$ cat src/rtl/ring_shift_collector_pkg.sv
// Shared definitions for the ring shift collector: state encoding, counter
// width derivation and the slice-index-to-bit-range helpers that the ring
// shift register's bench uses as well.
package ring_shift_collector_pkg;

    // Collector states: FILL gathers slices, FULL holds a finished word.
    typedef enum logic {
        ST_FILL = 1'b0,
        ST_FULL = 1'b1
    } state_e;

    // Width needed to represent a slice count from 0 up to and including s.
    function automatic int calc_cw(input int s);
        return $clog2(s + 1);
    endfunction

    // Lowest bit of slice k in a word built from n-bit slices.
    function automatic int slice_lo(input int k, input int n);
        return k * n;
    endfunction

    // Highest bit of slice k in a word built from n-bit slices.
    function automatic int slice_hi(input int k, input int n);
        return k * n + n - 1;
    endfunction

endpackage

$ cat src/rtl/ring_shift_collector_slice_counter.sv
// Saturating 0..S slice counter. Clear beats load-to-1, which beats
// increment; the count never moves past S.
module slice_counter
    import ring_shift_collector_pkg::*;
#(
    parameter int S  = 8,
    parameter int CW = calc_cw(S)
) (
    input  logic          clk,
    input  logic          rst_n,
    input  logic          i_clear,
    input  logic          i_load1,
    input  logic          i_inc,
    output logic [CW-1:0] o_count
);

    logic [CW-1:0] r_count;

    // Count register with clear / load-to-1 / saturating increment.
    always_ff @(posedge clk or negedge rst_n) begin
        if (!rst_n) begin
            r_count <= '0;
        end else if (i_clear) begin
            r_count <= '0;
        end else if (i_load1) begin
            r_count <= CW'(1);
        end else if (i_inc && (r_count != CW'(S))) begin
            r_count <= r_count + CW'(1);
        end
    end

    assign o_count = r_count;

endmodule

$ cat src/rtl/ring_shift_collector.sv
// Receive side of the ring shift register: collects N-bit slices LSB slice
// first into an S*N-bit word and hands it downstream with valid/ready.
//
// Handshake rules: a transfer happens on a rising edge where valid and ready
// are both 1. in_ready never depends on in_valid; it is 1 in FILL, follows
// out_ready in FULL (so a slice can enter in the same cycle the old word
// leaves) and is 0 whenever clear is high. out_valid depends only on state.
module ring_shift_collector
    import ring_shift_collector_pkg::*;
#(
    parameter int  N  = 2,
    parameter int  S  = 8,
    localparam int CW = calc_cw(S)
) (
    input  logic           clk,
    input  logic           rst_n,
    input  logic           clear,
    input  logic           in_valid,
    input  logic [N-1:0]   in_data,
    output logic           in_ready,
    output logic           out_valid,
    output logic [S*N-1:0] out_data,
    input  logic           out_ready,
    output logic [CW-1:0]  count,
    output logic           dbg_state
);

    state_e         r_state;
    state_e         w_state_next;
    logic [S*N-1:0] r_shift;
    logic [S*N-1:0] w_shift_next;
    logic [CW-1:0]  w_count;
    logic           w_in_ready;
    logic           w_out_valid;
    logic           w_accept;
    logic           w_last;
    logic           w_cnt_clear;
    logic           w_cnt_load1;
    logic           w_cnt_inc;

    assign w_last   = (w_count == CW'(S - 1));
    assign w_accept = in_valid && w_in_ready;

    // State register.
    always_ff @(posedge clk or negedge rst_n) begin
        if (!rst_n) begin
            r_state <= ST_FILL;
        end else begin
            r_state <= w_state_next;
        end
    end

    // Next state, handshake outputs and counter controls; clear overrides all.
    always_comb begin
        w_state_next = r_state;
        w_in_ready   = 1'b0;
        w_out_valid  = 1'b0;
        w_cnt_clear  = 1'b0;
        w_cnt_load1  = 1'b0;
        w_cnt_inc    = 1'b0;
        case (r_state)
            ST_FILL: begin
                w_in_ready = 1'b1;
                if (in_valid) begin
                    w_cnt_inc = 1'b1;
                    if (w_last) begin
                        w_state_next = ST_FULL;
                    end
                end
            end
            ST_FULL: begin
                w_out_valid = 1'b1;
                w_in_ready  = out_ready;
                if (out_ready) begin
                    if (in_valid) begin
                        // The incoming slice is slice 0 of the next word; with
                        // a single-slice word it completes that word at once.
                        w_cnt_load1  = 1'b1;
                        w_state_next = (S == 1) ? ST_FULL : ST_FILL;
                    end else begin
                        w_cnt_clear  = 1'b1;
                        w_state_next = ST_FILL;
                    end
                end
            end
            default: begin
                w_state_next = ST_FILL;
            end
        endcase
        if (clear) begin
            w_in_ready   = 1'b0;
            w_cnt_clear  = 1'b1;
            w_cnt_load1  = 1'b0;
            w_cnt_inc    = 1'b0;
            w_state_next = ST_FILL;
        end
    end

    // New slice enters at the top so the first slice ends up in the low bits.
    always_comb begin
        w_shift_next = r_shift >> N;
        w_shift_next[slice_lo(S - 1, N) +: N] = in_data;
    end

    // Word register: zeroed by clear, shifted on every accepted slice.
    always_ff @(posedge clk or negedge rst_n) begin
        if (!rst_n) begin
            r_shift <= '0;
        end else if (clear) begin
            r_shift <= '0;
        end else if (w_accept) begin
            r_shift <= w_shift_next;
        end
    end

    slice_counter #(
        .S  (S),
        .CW (CW)
    ) u_slice_counter (
        .clk     (clk),
        .rst_n   (rst_n),
        .i_clear (w_cnt_clear),
        .i_load1 (w_cnt_load1),
        .i_inc   (w_cnt_inc),
        .o_count (w_count)
    );

    assign in_ready  = w_in_ready;
    assign out_valid = w_out_valid;
    assign out_data  = r_shift;
    assign count     = w_count;
    assign dbg_state = r_state;

endmodule

$ cat config.mk
export PLATFORM = sky130hd
export DESIGN_NAME = ring_shift_collector
export DESIGN_NICKNAME = d
export VERILOG_FILES = /design/src/rtl/ring_shift_collector_pkg.sv /design/src/rtl/ring_shift_collector_slice_counter.sv /design/src/rtl/ring_shift_collector.sv
export SDC_FILE = /design/constraint.sdc
export NUM_CORES = 1
export LEC_CHECK = 0
export CAP_MARGIN = 20
export CORE_MARGIN = 2
export CORE_UTILIZATION = 35
export CTS_BUF_LIST = sky130_fd_sc_hd__clkbuf_8
export CTS_CLUSTER_SIZE = 10
export DETAILED_ROUTE_END_ITERATION = 7
export GPL_ROUTABILITY_DRIVEN = 0
export PLACE_DENSITY = 0.7
export SLEW_MARGIN = 20
export SYNTH_ARGS = -nofsm -noshare
export SYNTH_HDL_FRONTEND = slang
export SYNTH_HIERARCHICAL = 1
export SYNTH_SLANG_ARGS = --single-unit
$ cat constraint.sdc
create_clock -name clk -period 1.3 [get_ports clk]
set_input_delay 0.26 -clock clk [delete_from_list [all_inputs] [get_ports clk]]
set_output_delay 0.26 -clock clk [all_outputs]
set_load 0.02 [all_outputs]
==> impl.org <==
** Status
- Result of the run :: complete, no violations

** GRT
- The number of antenna violations at the first check in global routing is 0.
- The global routing stage identified its most utilized layer as met2.
- For this run the aggregate overflow at the end of global routing stands at 0.
- Vias in the first global route :: 1026
- In the global route stage, met3 resource usage came out at 2.60%.
- The first global-routing pass estimated 4560 µm of wire.
- Global routing consumed, on the met1 layer, 21.3% of the routing resources.
- GRT met2 Usage :: 28.3%
- Largest net degree at the start of global routing :: 22
- Combined global-route utilization of all metal layers :: 16.6%

** Worst setup path
- Sum of buffers and inverters on the critical path :: 1
- The largest single stage delay on the critical path is 0.40 ns.
- Category of the most critical setup path :: register to primary output
- The worst register-to-register path has a setup slack of 0.06 ns.
- Walking the worst path, the cells encountered are nor2b_4, nor2_2, buf_6.
- Largest delay share family, worst path :: flip-flops
- CP max FO :: 2
- The worst register-to-register path ends at u_slice_counter/o_count[0].
- Logic depth of the worst register-to-register path :: 5
- Slowest stage cell on the critical path :: sky130_fd_sc_hd__dfrtp_1
- Required @ worst endpoint :: 1.04 ns
- STA classifies the critical path startpoint as a register.
- Beginning of the worst register-to-register path :: u_slice_counter/o_count[0]
- Element type at the critical path end :: primary output
- Critical Path AT :: 1.03 ns

** Pwr
- Leakage :: 0.838 nW
- Power share of the clock group :: 35.1%
- Of the total power, the share spent switching nets is 26.1%.
- The worst-case IR drop observed on VDD is 296 µV.
- Share of power burned in registers :: 51.8%
- In this run the power spent charging and discharging nets is 0.000338 W.
- Of the total power, combinational logic draws 13.1%.
- Dividing total power by cell area gives a power density of 802 nW/µm².
- Internal power summed over all cells :: 0.000957 W

** Route
- Via density :: 4.93
- The detailed router finished its first iteration with 36 violations.
- The pre-antenna-repair detailed-routing pass consisted of 4 iterations.
- Total vias in the final route :: 1001
- Number of routed nets with antenna violations :: 0
- Drt wl/cell :: 13.3 µm
- # DRC :: 0
- After detailed routing, the total wire length is 2690 µm.

** Yosys
- Counting every net in the synthesized netlist gives 122.
- The synthesized netlist contains 32 unique library cells.
- Area share of the largest cell type after synthesis :: 47.5%
- Counting flops and latches in the post-synthesis netlist gives 21.
- Share of async-settable or async-resettable flops after synthesis :: 100%
- Multiplexer cells account for 0% of the synthesized area.
- After synthesis, the mean cell area works out to 9.80 µm².
- The biggest area contributor in the post-synthesis netlist is sky130_fd_sc_hd__dfrtp_1.
- Fraction of the yosys area taken by sequential cells :: 47.5%
- By area, the combinational part of the netlist is dominated by simple AND/OR/NAND/NOR gates.
- Cell area after synthesis :: 1110 µm²
- Among all flip-flop cells after synthesis, the most frequent one is sky130_fd_sc_hd__dfrtp_1.
- In the synthesized netlist, the number of instances is 113.
- Summing the areas of all and, or, nand and nor instances in the mapped netlist gives 22.4% of the synthesized area.
- Biggest area contributors in the synthesized netlist :: sky130_fd_sc_hd__dfrtp_1 (47%), sky130_fd_sc_hd__o211ai_1 (8.8%), sky130_fd_sc_hd__nand3_1 (7.7%)
- sky130_fd_sc_hd__dfrtp_1 is the most common cell in the netlist.
- Share of the synthesized area in compound gates (AO/OA/AOI/OAI) :: 17.5%
- Counting flops with a built-in enable in the synthesized netlist gives 0.
- Of the total synthesized cell area, the portion taken by full adders, half adders and majority gates is 2.26%.
- Summing the areas of all xor and xnor instances in the mapped netlist gives 0.791% of the synthesized area.
- Warnings from Yosys :: 6
- Sorting the synthesized cells by how often they occur yields sky130_fd_sc_hd__dfrtp_1 (21), sky130_fd_sc_hd__nand2_1 (17), sky130_fd_sc_hd__nand3_1 (17), sky130_fd_sc_hd__o211ai_1 (13), sky130_fd_sc_hd__inv_1 (5).

** Hold path
- Path type of the worst min-delay path :: primary input to asynchronous set/reset pin

** Timing
- Final worst hold slack :: 0.336 ns
- The clock period could shrink to 1.29 ns.
- Final worst path period share :: 99.4%
- Setup repair after global routing missed its margin :: true
- Timing would allow up to 0.774 GHz.
- Setup violations remaining at the end of the flow were counted as 0.
- Number of hold-slack violations in the final timing report :: 0
- The clock arrives with 0.00725 ns of skew.
- For the pin with the worst max-slew slack, the measured transition is 0.276 ns.
- Relative max-transition margin :: 81.6%
- Across all setup checks in the final design, the least slack found is 0.00836 ns.
- The max-slew violation count was 0.

** Die
- Floorplan die area :: 3630 µm²
- Die span in y :: 60.2 µm
- The initialized floorplan defines 20 standard-cell rows.
- From left edge to right edge, the die measures 60.2 µm.
- In this run the count of I/O pins placed on the die edge is 30.
- Std-Cell Core Area :: 3030 µm²
- The initial utilization of the core area, before any placement, comes to 36.6%.

** Run
- Across the run, the number of max-cap violations was 0.

** Placement
- Timing analysis after detailed placement gives a worst setup slack of -0.526 ns.
- The wire-length estimate of the detail-placed layout is 1900 µm.
- During placement, the flow inserted port buffers numbering 29.
- In this run the cell area measured after placement is 1550 µm².

** Clock tree
- The clock passes through at most 2 buffers.
- Number of buffers added by the clock tree synthesis step :: 3
- Clock sink count :: 21
- After clock tree synthesis, the clock-pin slew on the worst setup and hold paths is 0.09 ns.
- Number of H-tree branching levels :: 1
- TritonCTS built the clock tree.
- Clock latency at the later pin of the worst-skew pair :: 0.27 ns
- Root buffer selected by CTS :: sky130_fd_sc_hd__clkbuf_8
- Hold bufs inserted after CTS :: 0

** Layout
- After the last flow step, the layout net total stands at 169.
- Reg area :: 528 µm²
- # fillers :: 303
- The repair_antennas step left the layout with diodes totalling 0.
- Post-layout instance area :: 1620 µm²
- The multi-input combinational cells in the finished layout cover a total of 508 µm².
- Synth-to-Final Area Change :: 45.9%
- Cells fill 53.3% of the core in the end.
- Layout cell share with drive strength beyond 1 :: 28.9%
-- placed cells by master (no fill, tap or decap), types with 2 or more instances in the layout --
master	n
sky130_fd_sc_hd__clkdlybuf4s15_1	5
sky130_fd_sc_hd__inv_2	3
sky130_fd_sc_hd__buf_12	2
sky130_fd_sc_hd__dfrtp_2	2
sky130_fd_sc_hd__dlygate4sd2_1	17
sky130_fd_sc_hd__o211ai_1	13
sky130_fd_sc_hd__inv_1	3
sky130_fd_sc_hd__buf_2	2
sky130_fd_sc_hd__nor3_1	2
sky130_fd_sc_hd__clkbuf_8	3
sky130_fd_sc_hd__nand3_1	16
sky130_fd_sc_hd__o21ai_0	3
sky130_fd_sc_hd__buf_4	18
sky130_fd_sc_hd__dfrtp_1	19
sky130_fd_sc_hd__buf_6	3
sky130_fd_sc_hd__o211ai_2	2
sky130_fd_sc_hd__nand2_1	17
sky130_fd_sc_hd__a21oi_1	2
sky130_fd_sc_hd__a211oi_2	2
sky130_fd_sc_hd__clkdlybuf4s50_1	3
-- registers in the layout, summed over array words and instances, names as in the netlist --
register and count:
dbg_state 1, out_data 16, u_slice_counter/o_count 4
-- cell families (layout without fill, tap and decap cells) --
| group | after synthesis | count (layout) |
|---|---|---|
| fa+ha+maj | 2 | 2 |
| xor+xnor | 1 | 1 |
| compound gates | 25 | 25 |
| simple gates | 49 | 49 |
| flops | 21 | 21 |
| buf+inv | 15 | 61 |
-- layer usage --
metal	share of wire, %	up-vias
met4	0.71	0
met5	0	-
met2	50	23
met3	3.9	2
met1	45	486
li1	-	490
-- area by class of cell --
cell class | instances | area share, %
inverter | 6 | 1.39
sequential | 21 | 32.7
clock buffer | 3 | 2.56
multi-input combinational | 77 | 31.4
tap | 44 | 3.41
timing repair buffer | 51 | 28.0
clock inverter | 1 | 0.465
-- worst max-delay path by stage --
stage                    from                          to  slack [ns]  cells past startpoint
detailed placement  out_ready                    in_ready       -0.53                      4
finish              dbg_state                    in_ready       0.008                      3
global route        dbg_state                    in_ready       -0.03                      3
floorplan           dbg_state  u_slice_counter/o_count[2]       -0.05                      4
CTS                 dbg_state                    in_ready      -0.007                      3
global placement    out_ready                    in_ready       -0.52                      4
-- worst reg2reg max path: stages, from the launching register on --
cell                      delay [ns]
sky130_fd_sc_hd__dfrtp_2        0.44
sky130_fd_sc_hd__inv_2          0.09
sky130_fd_sc_hd__ha_4           0.14
sky130_fd_sc_hd__and3b_1        0.18
sky130_fd_sc_hd__nor3_1         0.05
sky130_fd_sc_hd__o31a_1         0.23
-- power by group through the flow --
stage / registers [W] / clock network (W) / logic (W)
global route: 0.000672 / 0.000489 / 0.000186
global placement: 0.000684 / 0 / 0.000162
CTS: 0.000671 / 0.000468 / 0.000164
detailed placement: 0.000684 / 0 / 0.000164
finish: 0.000671 / 0.000455 / 0.000170
floorplan: 0.000696 / 0 / 0.0000549
-- per-stage QoR --
step                      TNS (ns)  power (W)  cells
after detailed placement     -6.02   0.000848    197
after CTS                 -0.00727    0.00130    203
after global placement       -5.61   0.000847    197
final                            0    0.00130    203
after global routing       -0.0384    0.00135    203
after floorplan            -0.0861   0.000751    113
-- what timing repair did --
action / 4_1_cts / 5_1_grt
resized for setup: 41 / 12
buffers inserted: 2 / 0
endpoints found under the setup margin: 27 / 8
pin swaps: 5 / 6
Note: power is estimated with default switching activity, not from simulation.
